==> src/rtl/ram_pkg.sv <==
// ram_pkg: shared widths and requester ids for the display/time RAM arbiter
package ram_pkg;
    localparam int ADDR_W = 4;
    localparam int DATA_W = 8;
    typedef enum logic [1:0] {REQ_NONE, REQ_DISP, REQ_RTC, REQ_EDIT} req_id_e;
endpackage

==> src/rtl/ram_arb_if.sv <==
// ram_arb_if: requester handshakes and RAM macro signals around the arbiter
interface ram_arb_if;
    import ram_pkg::*;
    logic              disp_req;
    logic [ADDR_W-1:0] disp_addr;
    logic              disp_gnt;
    logic [DATA_W-1:0] disp_rdata;
    logic              disp_rvalid;
    logic              rtc_req;
    logic              rtc_we;
    logic [ADDR_W-1:0] rtc_addr;
    logic [DATA_W-1:0] rtc_wdata;
    logic              rtc_gnt;
    logic [DATA_W-1:0] rtc_rdata;
    logic              rtc_rvalid;
    logic              edit_req;
    logic              edit_we;
    logic [ADDR_W-1:0] edit_addr;
    logic [DATA_W-1:0] edit_wdata;
    logic              edit_gnt;
    logic [DATA_W-1:0] edit_rdata;
    logic              edit_rvalid;
    logic [ADDR_W-1:0] ram_addr;
    logic              ram_we;
    logic [DATA_W-1:0] ram_w;
    logic [DATA_W-1:0] ram_r;
    logic [15:0]       disp_stall;
    modport slave (
        input  disp_req, disp_addr, rtc_req, rtc_we, rtc_addr, rtc_wdata,
               edit_req, edit_we, edit_addr, edit_wdata, ram_r,
        output disp_gnt, disp_rdata, disp_rvalid, rtc_gnt, rtc_rdata, rtc_rvalid,
               edit_gnt, edit_rdata, edit_rvalid, ram_addr, ram_we, ram_w, disp_stall
    );
    modport master (
        output disp_req, disp_addr, rtc_req, rtc_we, rtc_addr, rtc_wdata,
               edit_req, edit_we, edit_addr, edit_wdata, ram_r,
        input  disp_gnt, disp_rdata, disp_rvalid, rtc_gnt, rtc_rdata, rtc_rvalid,
               edit_gnt, edit_rdata, edit_rvalid, ram_addr, ram_we, ram_w, disp_stall
    );
endinterface

==> src/rtl/ram_arb_age.sv <==
// arb_age: saturating wait counter that promotes a requester starved by the scanner
module arb_age #(
    parameter int STARVE_MAX = 7,
    parameter int AGE_W      = 3
) (
    input  logic clk,
    input  logic rst,
    input  logic req,
    input  logic gnt,
    output logic promoted
);
    logic [AGE_W-1:0] age_q, age_d;
    assign promoted = age_q == AGE_W'(STARVE_MAX);
    always_comb age_d = (!req || gnt) ? '0 : promoted ? age_q : age_q + 1'b1;
    always_ff @(posedge clk) age_q <= rst ? '0 : age_d;
endmodule

==> src/rtl/ram_arb.sv <==
// ram_arb: single-port RAM arbiter, disp > rtc > edit with starvation promotion
module ram_arb import ram_pkg::*; #(
    parameter int STARVE_MAX = 7,
    parameter int AGE_W      = 3
) (
    input logic      clk,
    input logic      rst,
    ram_arb_if.slave bus
);
    req_id_e           sel, own_q, own_d;
    logic              rtc_prom, edit_prom, sel_we;
    logic [ADDR_W-1:0] sel_addr, addr_q, addr_d;
    logic [DATA_W-1:0] sel_wdata, w_q, w_d;
    logic [DATA_W-1:0] disp_hold_q, disp_hold_d, rtc_hold_q, rtc_hold_d, edit_hold_q, edit_hold_d;
    logic [15:0]       stall_q, stall_d;

    arb_age #(.STARVE_MAX(STARVE_MAX), .AGE_W(AGE_W)) u_rtc_age (
        .clk(clk), .rst(rst), .req(bus.rtc_req), .gnt(bus.rtc_gnt), .promoted(rtc_prom));
    arb_age #(.STARVE_MAX(STARVE_MAX), .AGE_W(AGE_W)) u_edit_age (
        .clk(clk), .rst(rst), .req(bus.edit_req), .gnt(bus.edit_gnt), .promoted(edit_prom));

    always_comb begin
        sel = rst ? REQ_NONE
            : (bus.rtc_req && rtc_prom) ? REQ_RTC
            : (bus.edit_req && edit_prom) ? REQ_EDIT
            : bus.disp_req ? REQ_DISP
            : bus.rtc_req ? REQ_RTC
            : bus.edit_req ? REQ_EDIT : REQ_NONE;
        sel_addr = sel == REQ_DISP ? bus.disp_addr : sel == REQ_RTC ? bus.rtc_addr : bus.edit_addr;
        sel_we = (sel == REQ_RTC && bus.rtc_we) || (sel == REQ_EDIT && bus.edit_we);
        sel_wdata = sel == REQ_RTC ? bus.rtc_wdata : bus.edit_wdata;
        addr_d = sel != REQ_NONE ? sel_addr : addr_q;
        w_d = sel_we ? sel_wdata : w_q;
        own_d = (sel != REQ_NONE && !sel_we) ? sel : REQ_NONE;
        // read data passes straight through on the valid cycle and is captured for later
        disp_hold_d = own_q == REQ_DISP ? bus.ram_r : disp_hold_q;
        rtc_hold_d = own_q == REQ_RTC ? bus.ram_r : rtc_hold_q;
        edit_hold_d = own_q == REQ_EDIT ? bus.ram_r : edit_hold_q;
        stall_d = (bus.disp_req && sel != REQ_DISP && stall_q != 16'hFFFF) ? stall_q + 16'd1 : stall_q;
    end

    assign bus.disp_gnt    = sel == REQ_DISP;
    assign bus.rtc_gnt     = sel == REQ_RTC;
    assign bus.edit_gnt    = sel == REQ_EDIT;
    assign bus.ram_addr    = addr_d;
    assign bus.ram_we      = sel_we;
    assign bus.ram_w       = w_d;
    assign bus.disp_rvalid = own_q == REQ_DISP;
    assign bus.rtc_rvalid  = own_q == REQ_RTC;
    assign bus.edit_rvalid = own_q == REQ_EDIT;
    assign bus.disp_rdata  = disp_hold_d;
    assign bus.rtc_rdata   = rtc_hold_d;
    assign bus.edit_rdata  = edit_hold_d;
    assign bus.disp_stall  = stall_q;

    always_ff @(posedge clk) begin
        if (rst) begin
            own_q       <= REQ_NONE;
            addr_q      <= '0;
            w_q         <= '0;
            disp_hold_q <= '0;
            rtc_hold_q  <= '0;
            edit_hold_q <= '0;
            stall_q     <= '0;
        end else begin
            own_q       <= own_d;
            addr_q      <= addr_d;
            w_q         <= w_d;
            disp_hold_q <= disp_hold_d;
            rtc_hold_q  <= rtc_hold_d;
            edit_hold_q <= edit_hold_d;
            stall_q     <= stall_d;
        end
    end
endmodule

==> src/flat_wrapper.sv <==
// flat-port wrapper written by rule: the top's interface ports become plain ports
module ram_arb_flat import ram_pkg::*;
#(
    parameter int STARVE_MAX = 7,
    parameter int AGE_W      = 3
)
  (clk, rst, bus_disp_req, bus_disp_addr, bus_rtc_req, bus_rtc_we, bus_rtc_addr, bus_rtc_wdata, bus_edit_req, bus_edit_we, bus_edit_addr, bus_edit_wdata, bus_ram_r, bus_disp_gnt, bus_disp_rdata, bus_disp_rvalid, bus_rtc_gnt, bus_rtc_rdata, bus_rtc_rvalid, bus_edit_gnt, bus_edit_rdata, bus_edit_rvalid, bus_ram_addr, bus_ram_we, bus_ram_w, bus_disp_stall);
  ram_arb_if bus_i ();
  input logic clk;
  input logic rst;
  input wire logic [$bits(bus_i.disp_req)-1:0] bus_disp_req;
  input wire logic [$bits(bus_i.disp_addr)-1:0] bus_disp_addr;
  input wire logic [$bits(bus_i.rtc_req)-1:0] bus_rtc_req;
  input wire logic [$bits(bus_i.rtc_we)-1:0] bus_rtc_we;
  input wire logic [$bits(bus_i.rtc_addr)-1:0] bus_rtc_addr;
  input wire logic [$bits(bus_i.rtc_wdata)-1:0] bus_rtc_wdata;
  input wire logic [$bits(bus_i.edit_req)-1:0] bus_edit_req;
  input wire logic [$bits(bus_i.edit_we)-1:0] bus_edit_we;
  input wire logic [$bits(bus_i.edit_addr)-1:0] bus_edit_addr;
  input wire logic [$bits(bus_i.edit_wdata)-1:0] bus_edit_wdata;
  input wire logic [$bits(bus_i.ram_r)-1:0] bus_ram_r;
  output wire logic [$bits(bus_i.disp_gnt)-1:0] bus_disp_gnt;
  output wire logic [$bits(bus_i.disp_rdata)-1:0] bus_disp_rdata;
  output wire logic [$bits(bus_i.disp_rvalid)-1:0] bus_disp_rvalid;
  output wire logic [$bits(bus_i.rtc_gnt)-1:0] bus_rtc_gnt;
  output wire logic [$bits(bus_i.rtc_rdata)-1:0] bus_rtc_rdata;
  output wire logic [$bits(bus_i.rtc_rvalid)-1:0] bus_rtc_rvalid;
  output wire logic [$bits(bus_i.edit_gnt)-1:0] bus_edit_gnt;
  output wire logic [$bits(bus_i.edit_rdata)-1:0] bus_edit_rdata;
  output wire logic [$bits(bus_i.edit_rvalid)-1:0] bus_edit_rvalid;
  output wire logic [$bits(bus_i.ram_addr)-1:0] bus_ram_addr;
  output wire logic [$bits(bus_i.ram_we)-1:0] bus_ram_we;
  output wire logic [$bits(bus_i.ram_w)-1:0] bus_ram_w;
  output wire logic [$bits(bus_i.disp_stall)-1:0] bus_disp_stall;
  assign bus_i.disp_req = bus_disp_req;
  assign bus_i.disp_addr = bus_disp_addr;
  assign bus_i.rtc_req = bus_rtc_req;
  assign bus_i.rtc_we = bus_rtc_we;
  assign bus_i.rtc_addr = bus_rtc_addr;
  assign bus_i.rtc_wdata = bus_rtc_wdata;
  assign bus_i.edit_req = bus_edit_req;
  assign bus_i.edit_we = bus_edit_we;
  assign bus_i.edit_addr = bus_edit_addr;
  assign bus_i.edit_wdata = bus_edit_wdata;
  assign bus_i.ram_r = bus_ram_r;
  assign bus_disp_gnt = bus_i.disp_gnt;
  assign bus_disp_rdata = bus_i.disp_rdata;
  assign bus_disp_rvalid = bus_i.disp_rvalid;
  assign bus_rtc_gnt = bus_i.rtc_gnt;
  assign bus_rtc_rdata = bus_i.rtc_rdata;
  assign bus_rtc_rvalid = bus_i.rtc_rvalid;
  assign bus_edit_gnt = bus_i.edit_gnt;
  assign bus_edit_rdata = bus_i.edit_rdata;
  assign bus_edit_rvalid = bus_i.edit_rvalid;
  assign bus_ram_addr = bus_i.ram_addr;
  assign bus_ram_we = bus_i.ram_we;
  assign bus_ram_w = bus_i.ram_w;
  assign bus_disp_stall = bus_i.disp_stall;
  ram_arb #(.STARVE_MAX(STARVE_MAX), .AGE_W(AGE_W)) u_core (.clk(clk), .rst(rst), .bus(bus_i));
endmodule
==> config.mk <==
export PLATFORM = sky130hd
export DESIGN_NAME = ram_arb_flat
export DESIGN_NICKNAME = d
export VERILOG_FILES = /design/src/rtl/ram_pkg.sv /design/src/rtl/ram_arb_if.sv /design/src/rtl/ram_arb_age.sv /design/src/rtl/ram_arb.sv /design/src/flat_wrapper.sv
export SDC_FILE = /design/constraint.sdc
export NUM_CORES = 1
export LEC_CHECK = 0
export CELL_PAD_IN_SITES_DETAIL_PLACEMENT = 1
export CELL_PAD_IN_SITES_GLOBAL_PLACEMENT = 1
export CORE_ASPECT_RATIO = 1.25
export CORE_UTILIZATION = 33
export DETAILED_ROUTE_END_ITERATION = 6
export GPL_ROUTABILITY_DRIVEN = 0
export PLACE_DENSITY_LB_ADDON = 0.15
export SLEW_MARGIN = 20
export SYNTH_ARGS = -nofsm -noshare
export SYNTH_HDL_FRONTEND = slang
export SYNTH_SLANG_ARGS = --single-unit
==> constraint.sdc <==
create_clock -name clk -period 3.3 [get_ports clk]
set_clock_uncertainty 0.1 [all_clocks]
set_input_delay 0.66 -clock clk [delete_from_list [all_inputs] [get_ports clk]]
set_output_delay 0.66 -clock clk [all_outputs]
set_load 0.005 [all_outputs]
# After elaboration in Yosys (flattened, before gate mapping)
# Index checks and enable logic that the tools add are counted.
[totals]
regBits = 60
in_bits = 43
out_inout_bits = 59
word_cells = 54
[op_classes]
addsub = 3
n_eq_ne = 10
n_mux = 14
n_bitwise = 1
reduce_logical = 17
[ops]
columns = ["cell", "n"]
rows = [
  ["8-bit two-way mux", 5],
  ["16-bit by 1-bit adder with 16-bit output (second input constant)", 1],
  ["16-bit inequality test (second input constant)", 1],
  ["2-bit two-way mux", 6],
  ["4-bit two-way mux", 3],
  ["2-bit == test (second input constant)", 4],
  ["1-bit logical AND", 7],
  ["3-bit by 1-bit adder with 3-bit output (second input constant)", 2],
  ["3-bit == test (second input constant)", 2],
  ["2-bit OR reduction", 3],
  ["2-bit by 1-bit == test with 1-bit output (second input constant)", 2],
  ["1-bit logical NOT", 3],
  ["1-bit logical OR", 3],
  ["2-bit by 1-bit inequality test with 1-bit output (second input constant)", 1],
  ["2-bit nonzero test", 1],
  ["1-bit inverter", 1],
]

# Logic depth before layout (Yosys ltp)
[depth]
depth_word = 13
ltp_mapped = 9
ltp_nobuf = 7

# By module
# From an unflattened synthesis, not the netlist that was laid out.
[hier_totals]
cells_unflattened = 299
hier_area_um2 = 2900.3
[modules_own_cells]
columns = ["module", "instances", "cells_per_inst", "area_each_um2", "seq_area_each_um2"]
rows = [
  ["ram_arb", 1, 273, 2602.5, 1081.0],
  ["arb_age", 2, 13, 148.9, 60.1],
]

# Least setup slack after synthesis
# OpenSTA, ideal clock, no wires.
[synth_path]
path_type = "reg-to-output"
from = "register u_core.u_edit_age.age_q[0]"
to = "output bus_ram_w[0]"
t_arrival_ns = 1.992
required_ns = 2.540
slack_ns = 0.548
stages_incl_launch_ff = 9
path_buffers = 2
cell_sequence = "dfxtp_1 > ha_1 > ha_1 > buf_4 > a21boi_0 > o2111a_1 > nor2_2 > clkbuf_1 > o21a_1"
[synth_between]
elab_chain_len = 9
word_cells_on_any_way = 12
classes_between = "3 x eq/ne; 5 x mux; 4 x reduce/logical"
[synth_rtl]
columns = ["element", "line_no", "text"]
rows = [
  ["start: declaration", "ram_arb_age.sv:12", "logic [AGE_W-1:0] age_q, age_d;"],
  ["start signal: assignment", "ram_arb_age.sv:15", "always_ff @(posedge clk) age_q <= rst ? '0 : age_d;"],
  ["3-bit == test *", "ram_arb_age.sv:13", "assign promoted = age_q == AGE_W'(STARVE_MAX);"],
  ["1-bit logical AND *", "ram_arb.sv:25", ": (bus.edit_req && edit_prom) ? REQ_EDIT"],
  ["2-bit two-way mux *", "ram_arb.sv:25", ""],
  ["2-bit two-way mux *", "ram_arb.sv:24", ": (bus.rtc_req && rtc_prom) ? REQ_RTC"],
  ["2-bit two-way mux *", "ram_arb.sv:23", "sel = rst ? REQ_NONE"],
  ["2-bit == test (on tied branches)", "ram_arb.sv:30, ram_arb.sv:31", ""],
  ["1-bit logical AND", "ram_arb.sv:30", "sel_we = (sel == REQ_RTC && bus.rtc_we) || (sel == REQ_EDIT && bus.edit_we);"],
  ["1-bit logical OR", "ram_arb.sv:30", ""],
  ["8-bit two-way mux *", "ram_arb.sv:33", "w_d = sel_we ? sel_wdata : w_q;"],
  ["end: declaration", "flat_wrapper.sv:33", "output wire logic [$bits(bus_i.ram_w)-1:0] bus_ram_w;"],
]
# Every way passes the cells marked *; elsewhere a longest branch is shown, timed or not.

# Final worst setup path
[layout_path]
from = "register u_core.u_edit_age.age_q[0]"
to = "output bus_ram_addr[3]"
[layout_between]
elab_chain_len = 9
word_cells_on_any_way = 11
classes_between = "3 x eq/ne; 6 x mux; 2 x reduce/logical"
[layout_rtl]
columns = ["element", "line_no", "text"]
rows = [
  ["3-bit == test *", "ram_arb_age.sv:13", ""],
  ["1-bit logical AND *", "ram_arb.sv:25", ""],
  ["2-bit two-way mux *", "ram_arb.sv:25", ""],
  ["2-bit two-way mux *", "ram_arb.sv:24", ""],
  ["2-bit two-way mux *", "ram_arb.sv:23", ""],
  ["2-bit == test", "ram_arb.sv:29", "sel_addr = sel == REQ_DISP ? bus.disp_addr : sel == REQ_RTC ? bus.rtc_addr : bus.edit_addr;"],
  ["4-bit two-way mux (2 in series)", "ram_arb.sv:29", ""],
  ["4-bit two-way mux *", "ram_arb.sv:32", "addr_d = sel != REQ_NONE ? sel_addr : addr_q;"],
  ["end: declaration", "flat_wrapper.sv:31", "output wire logic [$bits(bus_i.ram_addr)-1:0] bus_ram_addr;"],
]
# Marks and branches as above.

==> reports/metrics.cfg <==
[die]
start_util_pct = 33.85
ioPinCount = 102
dieArea_sq_mm = 0.009259
die_x_um = 86.27
core-area_sq_mm = 0.008653
fp.dieH_um = 107.3
num_rows = 38

[synth]
syn_inst = 312
synth_top_family_by_area = simple AND/OR/NAND/NOR gates
yosys_most_used_dff = dfxtp_1
synth_fa_ha_area_share_pct = 2.136
synthDistinctLibCells = 44
avgSynthCellArea_sq_um = 9.388
synth-simple-area-share_pct = 22.81
syn-num-nets = 360
synth.mux.area_fraction_pct = 14.87
synth-compound-area-share_pct = 15.12
syn_area_sq_mm = 0.002929
yosysWarningCount = 0
synth_edf_count = 0
async_flop_share_pct = 0
ys_ff_latch = 60
ys_seq_area_share_pct = 41.01
synth_xor_area_share_pct = 0.2990

[clocking]
clock_path_buffers = 2
cts_num_sinks = 60
clock-root-buffer = clkbuf_8
ctsHoldBuffers = 0
cts_buffers = 9
clkTransAtPathRegs_ns = 0.07
cts_max_level = 3
cts_tree = yes
clk_latency_ns = 0.33

[placement]
placed_area_sq_mm = 0.004225
detailedPlace.worstSlack_ns = -0.4570
hpwl_um = 6188
io_buffers = 101

[finish]
nets = 488
layout_common_cells = 86 x clkdlybuf4s50_1, 59 x dfxtp_1, 36 x mux2_2, 30 x buf_4, 24 x and2_1
final_cell_area_sq_mm = 0.004613
antenna_cells = 0
area_growth_pct = 57.50
layout.cells.most_common = clkdlybuf4s50_1
drive_above_1_share_pct = 23.37
final_util_pct = 53.31

[setup_path]
crit_path_end_kind = primary output
critPathArrivalTime_ns = 2.41
reg2reg_depth = 9
cpMaxStageDelayCell = clkdlybuf4s50_1
critPathLaunchType = flop
r2r_slack_ns = 0.43
cp_data_required_time_ns = 2.54
worstPathCellList = ha_2, ha_4, buf_4, a221oi_4, nand2_1, inv_2, o31ai_1, nand2_1, clkdlybuf4s50_1
crit_path_max_incr_delay_ns = 0.51
crit_top_cell = nand2_1
critPathMaxFanout = 6
crit_type = reg2out
worst_r2r_endpoint = u_core.bus.disp_stall[15]
rr_startpoint = u_core.u_edit_age.age_q[1]

[hold_path]
hold_depth = 1
min_to = u_core.u_rtc_age.age_q[0]
hold_path.class = reg2reg
hold_start = u_core.u_rtc_age.age_q[0]

[power]
p_seq_share_pct = 40.0
clkPwrFrac_pct = 43.4
p_switching_mw = 0.4493
p_leak_nw = 1.910
power_mw = 1.903
ir_drop_mv = 0.2180
powerDensity_mw_per_mm2 = 412.6
combPwrFrac_pct = 16.6
sw_frac_of_total_pct = 23.61
p_int_mw = 1.454

[timing]
fin_ws_ns = 0.1277
worst_slew_pin_slew_ns = 0.8400
final_max_slew_viol_count = 0
hold_viol = 0
period_share_pct = 96.13
relSlewSlack_pct = 43.53
whs_ns = 0.3731
finalCriticalPeriod_ns = 3.172
setup-violations-final = 0
rsz0062_at_grt = false
fmax_ghz = 0.3152

[route]
drcViolationCount = 0
routed_wl_um = 8488
wl_per_cell_um = 15.02
route.vias.total = 2821
viasPerCell = 4.993
firstDrtPassIters = 4
ant_nets = 0
drtIter0Drc = 30

[run]
maxCapViolCount = 0

[global_routing]
grt_pass1_vias = 2911
grt_usage_pct = 19.06
grt_max_degree = 38
antenna_found_initial = 0
grt_pass1_wl_um = 13810
grt-ovfl-total = 0

[outcome]
status = completed

layout make-up:
| cell class | count | area, sq um |
|---|---|---|
| Clock buffer | 9 | 123.9 |
| Clock inverter | 7 | 122.6 |
| Sequential cell | 60 | 1202 |
| Timing Repair Buffer | 134 | 1276 |
| Fill cell | 1016 | 4040 |
| Multi-Input combinational cell | 225 | 1700 |
| Inverter | 10 | 37.54 |
| Tap cell | 120 | 150.1 |
worst max path at each step:
stage | slack [ns] | depth (start not counted) | from | to
floorplan | 0.55 | 8 | u_core.u_edit_age.age_q[0] | bus_ram_w[0]
global placement | -0.34 | 6 | bus_rtc_req | bus_ram_w[6]
detailed placement | -0.46 | 6 | bus_rtc_req | bus_ram_w[5]
CTS | 0.001 | 9 | u_core.u_edit_age.age_q[0] | bus_ram_addr[0]
global route | 0.0005 | 9 | u_core.u_edit_age.age_q[0] | bus_ram_addr[3]
finish | 0.13 | 9 | u_core.u_edit_age.age_q[0] | bus_ram_addr[3]
synthesized netlist by cell type (2+ instances only):
master    number  share of area [%]
a311oi_1       5                1.5
and2_1        24                5.1
clkbuf_1      12                1.5
mux2_2        36                 14
o22ai_1        3               0.64
nor3_1         5               0.85
nor4_1         5                1.1
a21oi_1       10                1.7
ha_1           5                2.1
nand2b_1       3               0.64
a211oi_1       2               0.51
o21ai_0        6                1.0
or4_1          6                1.5
nand2_1       21                2.7
or3_1         11                2.3
and4_1         4                1.2
buf_2          4               0.68
o211a_1        8                2.7
o31ai_1        5                1.3
inv_1         10                1.3
o21a_1         9                2.3
nor2_1        17                2.2
nor2b_1        6                1.3
nand4_1        2               0.43
and3_1         2               0.43
nand3_1        8                1.4
a31oi_1        5                1.1
mux2i_1        3                1.0
dfxtp_1       60                 41
flip-flops by register name (all words and copies together) (netlist names):
signal,cells
u_core.own_q,2
u_core.edit_hold_q,8
u_core.u_rtc_age.age_q,3
u_core.addr_q,4
u_core.disp_hold_q,8
u_core.bus.disp_stall,16
u_core.u_edit_age.age_q,3
u_core.w_q,8
u_core.rtc_hold_q,8
power groups by stage:
stage | registers [mW] | logic, mW | clock network, mW
global route | 0.764 | 0.344 | 0.880
global placement | 0.776 | 0.309 | 0
finish | 0.761 | 0.316 | 0.826
detailed placement | 0.777 | 0.315 | 0
CTS | 0.761 | 0.316 | 0.850
floorplan | 0.775 | 0.130 | 0
stage by stage:
stage	std cells	TNS [ns]
after floorplan	312	0
after global placement	542	-3.412
after detailed placement	542	-4.316
after CTS	560	0
after global routing	565	0
final	565	0
repair_timing:
action                                  4_1_cts  5_1_grt
pin swaps                                     1        3
endpoints found under the setup margin       13        4
buffers inserted                              2        5
gates resized for setup                      32        4
critical path, delay by kind of cell, from the launching register on:
kind                       cells  cell delay [ns]
AOI/OAI and AO/OA              2             0.38
buffers and inverters          3             0.78
adders and majority gates      2             0.38
DFF                            1             0.33
and+or+nand+nor                2             0.21
routing by layer:
metal / track usage [%] / vias to the layer above / part of all wire (%)
met5: 0 / - / 0
met3: 5.368 / 7 / 5.0
met4: 6.429 / 0 / 1.0
li1: - / 1391 / -
met2: 35.37 / 68 / 53
met1: 20.42 / 1355 / 41
logic make-up after synthesis:
| family | Yosys count |
|---|---|
| buf+inv | 27 |
| fa+ha+maj | 5 |
| xor+xnor | 1 |
| mux | 39 |
| flops | 60 |
| compound gates | 60 |
| simple gates | 120 |
(Power assumes the default switching activity.)
